$ cat src/rtl/reg_cmd_bridge.sv
// Byte-stream command decoder: 'W' addr data[NB] / 'R' addr frames in, single-cycle
// register strobes out, ACK/NAK or read word bytes back to the transmitter.
module reg_cmd_bridge #(
  parameter int ADDR_WIDTH     = 8,
  parameter int DATA_WIDTH     = 32,
  parameter int READ_LAT       = 1,
  parameter int TIMEOUT_CYCLES = 50000
) (
  input  logic                  clk,
  input  logic                  reset,
  input  logic [7:0]            rx_data,
  input  logic                  rx_valid,
  output logic [7:0]            tx_data,
  output logic                  tx_valid,
  input  logic                  tx_ready,
  output logic [ADDR_WIDTH-1:0] addr,
  output logic [DATA_WIDTH-1:0] wdata,
  output logic                  wen,
  output logic                  ren,
  input  logic [DATA_WIDTH-1:0] rdata,
  output logic                  busy,
  output logic                  err,
  output logic [1:0]            err_code
);
  localparam int NB = DATA_WIDTH / 8;
  localparam int CW = $clog2(NB + 1);
  localparam int LW = (READ_LAT > 1) ? $clog2(READ_LAT) : 1;
  localparam int TW = $clog2(TIMEOUT_CYCLES + 1);

  typedef enum logic [2:0] {IDLE, GET_ADDR, GET_DATA, WRITE, READ, WAIT_RD, SEND, ACK} state_t;

  state_t                state_q;
  logic                  op_wr_q;
  logic [ADDR_WIDTH-1:0] addr_q;
  logic [DATA_WIDTH-1:0] wdata_q, shreg_q;
  logic                  wen_q, ren_q, tx_valid_q, err_q;
  logic [7:0]            tx_data_q;
  logic [1:0]            err_code_q;
  logic [CW-1:0]         cnt_q;
  logic [LW-1:0]         lat_q;
  logic [TW-1:0]         to_q;

  logic [TW-1:0]         to_d;
  logic [DATA_WIDTH-1:0] shreg_d;
  logic                  to_hit, in_frame, in_xact;

  assign to_d     = to_q + 1'b1;
  assign to_hit   = (to_q == TW'(TIMEOUT_CYCLES - 1));
  assign shreg_d  = shreg_q << 8;
  assign in_frame = (state_q == GET_ADDR) || (state_q == GET_DATA);
  assign in_xact  = !in_frame && (state_q != IDLE);

  always_ff @(posedge clk) begin
    if (reset) begin
      state_q    <= IDLE;
      op_wr_q    <= 1'b0;
      addr_q     <= '0;
      wdata_q    <= '0;
      shreg_q    <= '0;
      wen_q      <= 1'b0;
      ren_q      <= 1'b0;
      tx_valid_q <= 1'b0;
      tx_data_q  <= '0;
      err_q      <= 1'b0;
      err_code_q <= '0;
      cnt_q      <= '0;
      lat_q      <= '0;
      to_q       <= '0;
    end else begin
      wen_q <= 1'b0;
      ren_q <= 1'b0;
      err_q <= 1'b0;
      to_q  <= (in_frame && !rx_valid) ? to_d : '0;
      case (state_q)
        IDLE: if (rx_valid) begin
          if (rx_data == 8'h57 || rx_data == 8'h52) begin
            op_wr_q <= (rx_data == 8'h57);
            state_q <= GET_ADDR;
          end else begin
            err_q      <= 1'b1;
            err_code_q <= 2'd1;
            tx_data_q  <= 8'h15;
            tx_valid_q <= 1'b1;
            state_q    <= ACK;
          end
        end
        GET_ADDR: if (rx_valid) begin
          addr_q <= ADDR_WIDTH'(rx_data);
          if (op_wr_q) begin
            cnt_q   <= '0;
            state_q <= GET_DATA;
          end else begin
            ren_q   <= 1'b1;
            state_q <= READ;
          end
        end else if (to_hit) begin
          err_q      <= 1'b1;
          err_code_q <= 2'd2;
          state_q    <= IDLE;
        end
        GET_DATA: if (rx_valid) begin
          wdata_q <= DATA_WIDTH'({wdata_q, rx_data});
          cnt_q   <= cnt_q + 1'b1;
          if (cnt_q == CW'(NB - 1)) begin
            wen_q   <= 1'b1;
            state_q <= WRITE;
          end
        end else if (to_hit) begin
          err_q      <= 1'b1;
          err_code_q <= 2'd2;
          state_q    <= IDLE;
        end
        WRITE: begin
          tx_data_q  <= 8'h06;
          tx_valid_q <= 1'b1;
          state_q    <= ACK;
        end
        READ: begin
          lat_q   <= '0;
          state_q <= WAIT_RD;
        end
        // rdata is sampled on the READ_LAT-th cycle after the ren cycle
        WAIT_RD: if (lat_q == LW'(READ_LAT - 1)) begin
          shreg_q    <= rdata;
          tx_data_q  <= rdata[DATA_WIDTH-1 -: 8];
          tx_valid_q <= 1'b1;
          cnt_q      <= '0;
          state_q    <= SEND;
        end else begin
          lat_q <= lat_q + 1'b1;
        end
        SEND: if (tx_ready) begin
          if (cnt_q == CW'(NB - 1)) begin
            tx_valid_q <= 1'b0;
            state_q    <= IDLE;
          end else begin
            shreg_q   <= shreg_d;
            tx_data_q <= shreg_d[DATA_WIDTH-1 -: 8];
            cnt_q     <= cnt_q + 1'b1;
          end
        end
        ACK: if (tx_ready) begin
          tx_valid_q <= 1'b0;
          state_q    <= IDLE;
        end
        default: state_q <= IDLE;
      endcase
      // Bytes arriving mid-transaction are dropped; the transaction itself carries on
      if (rx_valid && in_xact) begin
        err_q      <= 1'b1;
        err_code_q <= 2'd3;
      end
    end
  end

  assign addr     = addr_q;
  assign wdata    = wdata_q;
  assign wen      = wen_q;
  assign ren      = ren_q;
  assign tx_data  = tx_data_q;
  assign tx_valid = tx_valid_q;
  assign busy     = (state_q != IDLE);
  assign err      = err_q;
  assign err_code = err_code_q;
endmodule

$ cat config.mk
export PLATFORM = sky130hd
export DESIGN_NAME = reg_cmd_bridge
export DESIGN_NICKNAME = d
export VERILOG_FILES = /design/src/rtl/reg_cmd_bridge.sv
export SDC_FILE = /design/constraint.sdc
export NUM_CORES = 1
export LEC_CHECK = 0
export BUFFER_PORTS_ARGS = -buffer_cell sky130_fd_sc_hd__buf_2
export CORE_MARGIN = 2
export CORE_UTILIZATION = 30
export DETAILED_ROUTE_END_ITERATION = 10
export GPL_TIMING_DRIVEN = 0
export PLACE_DENSITY = 0.61
export SETUP_SLACK_MARGIN = 0.05
export SLEW_MARGIN = 25
export SYNTH_ARGS = -nofsm -noshare
export SYNTH_HDL_FRONTEND = slang
export SYNTH_SLANG_ARGS = --single-unit
$ cat constraint.sdc
create_clock -name clk -period 3.1 [get_ports clk]
set_input_delay 0.31 -clock clk [delete_from_list [all_inputs] [get_ports clk]]
set_output_delay 0.31 -clock clk [all_outputs]
set_load 0.1 [all_outputs]
==> flow_summary.ini, run 1 <==
[sta]
clock_skew_ps = 10.2
finalSetupViolCount = 0
rsz0062_at_grt = no
period_needed_ps = 1970
max_slew_margin_pct = 54.3
fmax_mhz = 507
drv_slew = 0
setup_tns_ps = 0
min_period_over_period_pct = 63.6
tightest_slew_ps = 686
hold_violations = 0

[critical_path]
crit_path_end_kind = primary output
critPathRequiredTime_ps = 2790
critPathKind = reg2out
cp.arrival_ps = 1660
critPathLaunchType = register
cp_max_fo = 10

[logic_synthesis]
yosys_warnings = 0
yosysMostFrequentCell = nand2_1
synth_area_leader_cell = dfxtp_1
ys_ff_latch = 101
async_flop_share_pct = 0
synth_common_cells = nand2_1 (124), dfxtp_1 (101), a21oi_1 (54)
synth_edf_count = 0
synth_ff_type = dfxtp_1
ys_top_cells_by_area = dfxtp_1 (46%), nand2_1 (11%), a21oi_1 (6.1%)
avgSynthCellArea_sq_um = 8.25
syn_inst = 533
syn-num-nets = 580
syn_area_sq_um = 4400
synthDistinctLibCells = 59
synth.top_cell.area_share_pct = 46.0
ys_seq_area_share_pct = 46.0

[clocking]
cts_resized = 0
path_clk_slew_ps = 70
cts_buffer_depth = 2
clkLatencyLatePin_ps = 350
cts.sinks = 101
cts-root-buf = clkbuf_16
ctsHoldBuffers = 0
htreeDepth = 3
cts_setup_buffers = 0
cts_tree = yes
cts_made_buffers = 9

[placement]
io_buffer_count = 97
routabilityCongestion = 0.875
dpl_cell_area_sq_um = 5110
dp_hpwl_mm = 9.33

[global_routing]
busiest_layer = met2
grt_pass1_vias = 4069
grt_max_degree = 19
grt_pass1_wl_mm = 19.8
use_met2_pct = 26.4
grt_usage_pct = 15.7
met1_usage_pct = 19.8
use_met3_pct = 4.02
antenna_found_initial = 0
overflow = 0

[pwr]
p_comb_share_pct = 41.2
p_leak_uw = 0.00207
p_per_area_nw_per_um2 = 839
p_seq_share_pct = 35.0
p_sw_share_pct = 44.2
vdd_ir_drop_max_v = 0.000280
power.internal_uw = 2530
p_clk_share_pct = 23.8
switchingPower_uw = 2000

[floorplan]
start_util_pct = 30.5
die-area_sq_um = 15600
rows = 44
die_w_um = 125
ios = 99
die_y_um = 125
core_area_sq_um = 14400

[layout]
postLayoutCellArea_sq_um = 5400
drive_gt1_share_pct = 22.6
diodes = 0
syn2layout_area_growth_pct = 22.7
layout.nets = 688

[routing]
drc = 0
wl_per_cell_um = 14.7
drtIter0Drc = 212
dr.pass1.iters = 4
via_count = 4172
routed_via_density = 5.03
wirelength_mm = 12.2
ant_nets = 0

[job]
max_cap_violations = 0

[worst_hold_path]
min_path_type = in2reg

[outcome]
outcome = finished, final reports clean
==> layout make-up <==
class	count	area, sq um
flip-flops and latches	101	2020
plain buffers	35	179
inverters	7	26.3
clock buffers	10	229
clock inverters	6	53.8
fillers	1530	9030
well taps	184	230
repair buffers	97	485
multi-input cells	390	2170
==> cells by family (layout without fill, tap and decap cells) <==
logic type                 Yosys count  count (layout)  share of synthesized area, %
AOI/OAI and AO/OA                  126             126                          19.1
xor gates and xnor gates            12              12                          2.39
adders and majority gates            3               3                         0.854
buffers and inverters               42             155                          4.67
DFF                                101             101                          46.0
and+or+nand+nor                    249             249                          27.0
==> state kept, by name, summed over array words and instances, names as in the netlist <==
register / cells
ren: 1
shreg_q: 24
op_wr_q: 1
tx_valid: 1
to_q: 16
state_q: 3
err: 1
cnt_q: 3
err_code: 2
addr: 8
wdata: 32
tx_data: 8
wen: 1
==> power groups by stage <==
stage	Clock, uW	Combinational [uW]	Sequential [uW]
floorplan	0	948	2130
global placement	0	1840	1610
detailed placement	0	1860	1610
CTS	1110	1870	1580
global route	1160	2000	1610
finish	1080	1870	1590
==> final timing paths <==
check / from / to / slack [ps] / depth (start not counted)
max: state_q[1]$_SDFFE_PP0P_ / busy / 1130 / 3
min: rdata[3] / shreg_q[3]$_SDFFE_PP0P_ / 220 / 3
min reg2reg: addr[7]$_SDFFE_PP0P_ / addr[7]$_SDFFE_PP0P_ / 450 / 2
max reg2reg: cnt_q[0]$_SDFFE_PP0P_ / shreg_q[22]$_SDFFE_PP0P_ / 1170 / 7
==> per-layer routing <==
layer  share of wire, %  wire length, um
met5                  0                0
met2                 47             5800
met1                 46             5670
met3                4.8              589
met4                1.3              165
==> through the flow <==
| stage | setup WS (ps) | hold WS, ps | power [uW] | utilization (%) | std cells |
|---|---|---|---|---|---|
| 5_1_grt | 1000 | 222 | 4770 | 37.4 | 830 |
| 2_1_floorplan | 1130 | 430 | 3080 | - | 533 |
| 4_1_cts | 1140 | 209 | 4560 | 37.4 | 830 |
| 6_report | 1130 | 218 | 4530 | 37.4 | 830 |
| 3_3_place_gp | 1240 | 444 | 3450 | 35.5 | 814 |
| 3_5_place_dp | 1180 | 448 | 3470 | 35.5 | 814 |
==> worst max-delay path, cell delays in order (launching register included) <==
cell     delay (ps)
dfxtp_1         370
buf_4           190
or3_1           430
buf_2           320
==> layout by cell type (no fill, tap or decap), drive strengths merged, types with 10 or more instances in the layout <==
cell and count:
o21ai 10, nor3 15, inv 11, a21oi 54
clkbuf 25, dfxtp 101, nand2 124, nand2b 10
a311oi 18, nor2 45, a22oi 16, buf 117
Note: power is estimated with default switching activity, not from simulation.
==> inputs of run 2 (changes only) <==
==> constraint.sdc (replaced) <==
create_clock -name clk -period 1.9 [get_ports clk]
set_input_delay 0.19 -clock clk [delete_from_list [all_inputs] [get_ports clk]]
set_output_delay 0.19 -clock clk [all_outputs]
set_load 0.1 [all_outputs]
==> flow_summary.ini, run 2 (same netlist as run 1, synthesis figures left out) <==
[outcome]
outcome = finished, final reports clean

[sta]
rsz0062_at_grt = yes
finalSetupViolCount = 0
setup_tns_ps = 0
min_period_over_period_pct = 94.5
tightest_slew_ps = 679
drv_slew = 0
max_slew_margin_pct = 54.7
hold_ws_ps = 100
hold_violations = 0
clock_skew_ps = 7.59
period_needed_ps = 1800
fmax_mhz = 557

[global_routing]
met1_usage_pct = 19.2
grt_pass1_wl_mm = 20.0
use_met3_pct = 2.87
use_met2_pct = 27.0
grt_usage_pct = 15.8
busiest_layer = met2
grt_pass1_vias = 4203
grt_max_degree = 18
overflow = 0
antenna_found_initial = 0

[critical_path]
crit_path_end_kind = primary output
slowest_delay_ps = 400
crit_start = state_q[1]$_SDFFE_PP0P_
critPathKind = reg2out
critPathLaunchType = register
reg2reg_to = state_q[2]$_SDFFE_PP0P_
crit_path_end = busy
cp.arrival_ps = 1610
critPathBufInv = 2
reg2reg_from = cnt_q[0]$_SDFFE_PP0P_
worst_path_max_delay_cell = or3_4
critical_path.cell_chain = buf_4 -> or3_4 -> buf_2
path_depth = 3
critPathRequiredTime_ps = 1710
reg2reg_depth = 6
cp_max_fo = 10
reg2reg_slack_ps = 170
cp_top_family = buffers and inverters

[layout]
final_common_cell = nand2_1
largest_reg_flops = 32
layout.nets = 691
multi_input_area_sq_um = 2200
seqCellArea_sq_um = 2020
layout_common_cells = nand2_1 (124), buf_2 (108), dfxtp_1 (101)
diodes = 0
drive_gt1_share_pct = 24.2
fillers = 1501
syn2layout_area_growth_pct = 24.5

[routing]
drc = 0
routed_via_density = 5.09
dr.pass1.iters = 5
ant_nets = 0
wirelength_mm = 12.3
wl_per_cell_um = 14.7
drtIter0Drc = 260
via_count = 4233

[floorplan]
ios = 99
core_area_sq_um = 14400
die_y_um = 125
die-area_sq_um = 15600
die_w_um = 125
rows = 44
start_util_pct = 30.5

[clocking]
ctsHoldBuffers = 0
clkLatencyLatePin_ps = 350
path_clk_slew_ps = 70
cts.sinks = 101
htreeDepth = 3
cts_buffer_depth = 2
cts-root-buf = clkbuf_16
cts_tree = yes
cts_made_buffers = 9

[pwr]
p_leak_uw = 0.00209
vdd_ir_drop_max_v = 0.000473
p_per_area_nw_per_um2 = 1380

[worst_hold_path]
min_path_type = in2reg

[placement]
dp_hpwl_mm = 9.34
routabilityCongestion = 0.870
io_buffer_count = 97

[job]
max_cap_violations = 0
## run 2: cell count changes in the layout (fill, tap and decap cells not counted), moves of 2 or more
cell / change
clkbuf_1: -2
inv_6: -3
buf_6: +2
clkinvlp_4: +2
## run 2: area by class of cell
type	count	share of cell area, %
Multi-Input combinational cell	390	40.3
Tap cell	184	4.20
Inverter	7	0.480
Timing Repair Buffer	100	9.28
Sequential cell	101	36.9
Clock inverter	6	1.33
Buffer	35	3.43
Clock buffer	9	4.11
## run 2: through the flow
step	utilization (%)	cells	setup WS, ps	cell area [sq um]	total power, uW
final	38.0	832	105	5480	7560
after global routing	38.0	832	29.5	5480	7950
after CTS	37.8	832	38.1	5450	7580
after detailed placement	35.5	814	2.70	5120	5680
after global placement	35.5	814	48.7	5120	5630
after floorplan	-	533	227	4400	5050
## run 2: worst min path at each step
stage / to / slack (ps) / cells after the start / from
floorplan: addr[0]$_SDFFE_PP0P_ / 330 / 2 / rx_data[0]
global placement: shreg_q[6]$_SDFFE_PP0P_ / 440 / 3 / rdata[6]
detailed placement: wdata[27]$_SDFFE_PP0N_ / 450 / 2 / wdata[27]$_SDFFE_PP0N_
CTS: shreg_q[5]$_SDFFE_PP0P_ / 90 / 3 / rdata[5]
global route: shreg_q[14]$_SDFFE_PP0P_ / 110 / 3 / rdata[14]
finish: shreg_q[5]$_SDFFE_PP0P_ / 100 / 3 / rdata[5]
## run 2: what timing repair did
| item | 4_1_cts | 5_1_grt |
|---|---|---|
| setup endpoints to repair | 29 | 45 |
| buffers inserted | 3 | 0 |
| gates resized for setup | 2 | 9 |
| pin swaps | 1 | 4 |
## run 2: layer usage
metal,up-vias,part of all wire (%)
met4,0,2.2
met5,-,0
met2,130,48
li1,2097,-
met1,1986,44
met3,20,5.6
## run 2: tightest hold or removal path: cells and delay by family
family | cells | cell delay, ps
AOI/OAI and AO/OA | 1 | 70
buffers and inverters | 1 | 80
and+or+nand+nor | 1 | 80
## run 2: where the power goes
part	internal, uW	total (uW)	switching (uW)
sequential	2410	2590	181
combinational	865	3130	2260
clock	1020	1840	816
total	4300	7560	3260
==> inputs of run 3 (changes only) <==
==> constraint.sdc (replaced) <==
create_clock -name clk -period 1.9 [get_ports clk]
set_input_delay 0.285 -clock clk [delete_from_list [all_inputs] [get_ports clk]]
set_output_delay 0.285 -clock clk [all_outputs]
set_load 0.1 [all_outputs]
==> flow_summary.ini, run 3 (same netlist as run 1, synthesis figures left out) <==
[placement]
routabilityCongestion = 0.870
placed_cells = 814
dpl_cell_area_sq_um = 5120
io_buffer_count = 97
dp_hpwl_mm = 9.34

[clocking]
cts-root-buf = clkbuf_16
cts_made_buffers = 9
htreeDepth = 3
cts.sinks = 101
path_clk_slew_ps = 70
cts_tree = yes
clkLatencyLatePin_ps = 350
ctsHoldBuffers = 0
cts_buffer_depth = 2

[layout]
final_common_cell = nand2_1
syn2layout_area_growth_pct = 24.7
layout.nets = 691
drive_gt1_share_pct = 24.2
fillers = 1498
largest_reg_flops = 32
final_core_util_pct = 38.0
final_cells = 832
postLayoutCellArea_sq_um = 5480
layout_common_cells = nand2_1 (124), buf_2 (107), dfxtp_1 (101)
diodes = 0

[critical_path]
reg2reg_slack_ps = 140
critPathBufInv = 2
cp.arrival_ps = 1510
critPathKind = reg2out
worst_path_max_delay_cell = or3_4
critPathLaunchType = register
crit_path_end_kind = primary output
cp_max_fo = 10
slowest_delay_ps = 410
critPathRequiredTime_ps = 1620
critical_path.cell_chain = buf_4 -> or3_4 -> buf_6
cp_top_family = simple AND/OR/NAND/NOR gates

[routing]
drc = 0
routed_via_density = 5.09
ant_nets = 0
wirelength_mm = 12.3
drtIter0Drc = 256
wl_per_cell_um = 14.8
dr.pass1.iters = 4
via_count = 4237

[sta]
period_needed_ps = 1790
tightest_slew_ps = 687
fmax_mhz = 558
rsz0062_at_grt = yes
max_slew_margin_pct = 54.2
setup_tns_ps = 0
finalSetupViolCount = 0
drv_slew = 0
hold_violations = 0
clock_skew_ps = 9.55
min_period_over_period_pct = 94.3

[pwr]
p_total_uw = 7590
power.internal_uw = 4310
switchingPower_uw = 3270
p_leak_uw = 0.00210
vdd_ir_drop_max_v = 0.000474
p_seq_share_pct = 34.1
p_sw_share_pct = 43.1
p_comb_share_pct = 41.5
p_clk_share_pct = 24.3
p_per_area_nw_per_um2 = 1380

[floorplan]
die-area_sq_um = 15600
ios = 99
die_y_um = 125
core_area_sq_um = 14400
start_util_pct = 30.5
die_w_um = 125
rows = 44

[global_routing]
overflow = 0
grt_pass1_wl_mm = 20.0
grt_usage_pct = 15.8
grt_pass1_vias = 4202
grt_max_degree = 18
antenna_found_initial = 0

[job]
max_cap_violations = 0

[outcome]
outcome = finished, final reports clean

[worst_hold_path]
min_path_type = in2reg
## run 3: cell types whose count changed in the layout (fill, tap and decap cells not counted)
| cell | change |
|---|---|
| buf_2 | -1 |
| buf_6 | +1 |
## run 3: worst register-to-register path, stage by stage, from the launching register on
cell and delay, ps:
dfxtp_1 330, ha_1 200, ha_2 210, or2_2 290, o21ai_0 280, a211oi_1 120
o221a_1 240
## run 3: final timing paths
kind	cells past startpoint	start	to
worst max-delay path	3	state_q[1]$_SDFFE_PP0P_	busy
worst min-delay path	3	rdata[5]	shreg_q[5]$_SDFFE_PP0P_
worst max register to register	6	cnt_q[0]$_SDFFE_PP0P_	state_q[2]$_SDFFE_PP0P_
worst min register to register	2	wdata[31]$_SDFFE_PP0N_	wdata[31]$_SDFFE_PP0N_
## run 3: through the flow
stage          hold slack (ps)  setup slack, ps
6_report                   195              109
5_1_grt                    208             29.5
4_1_cts                    188             58.5
3_5_place_dp               452             2.70
3_3_place_gp               444             48.7
2_1_floorplan              421              227
## run 3: cell type report
cell class              instances  area, sq um  share of cell area, %
well taps                     184          230                   4.20
flip-flops and latches        101         2020                   36.9
plain buffers                  35          188                   3.42
multi-input cells             390         2200                   40.2
repair buffers                100          514                   9.38
clock inverters                 6         72.6                   1.32
inverters                       7         26.3                  0.479
clock buffers                   9          225                   4.11
## run 3: power groups by stage
stage / Sequential [uW] / Combinational (uW) / Clock [uW]
floorplan: 3480 / 1560 / 0
global placement: 2620 / 3010 / 0
detailed placement: 2630 / 3040 / 0
CTS: 2590 / 3120 / 1900
global route: 2620 / 3380 / 1980
finish: 2590 / 3150 / 1850
## run 3: layer usage
| metal | vias up | share of wire (%) | track usage (%) |
|---|---|---|---|
| met3 | 17 | 5.4 | 2.87 |
| met5 | - | 0 | 0 |
| met4 | 0 | 2.0 | 7.45 |
| li1 | 2096 | - | - |
| met2 | 127 | 49 | 27.0 |
| met1 | 1997 | 44 | 19.2 |
## run 3: repair_timing
item,4_1_cts,5_1_grt
setup endpoints to repair,30,45
gates resized for setup,6,7
pin swaps,1,4
setup buffers,3,0
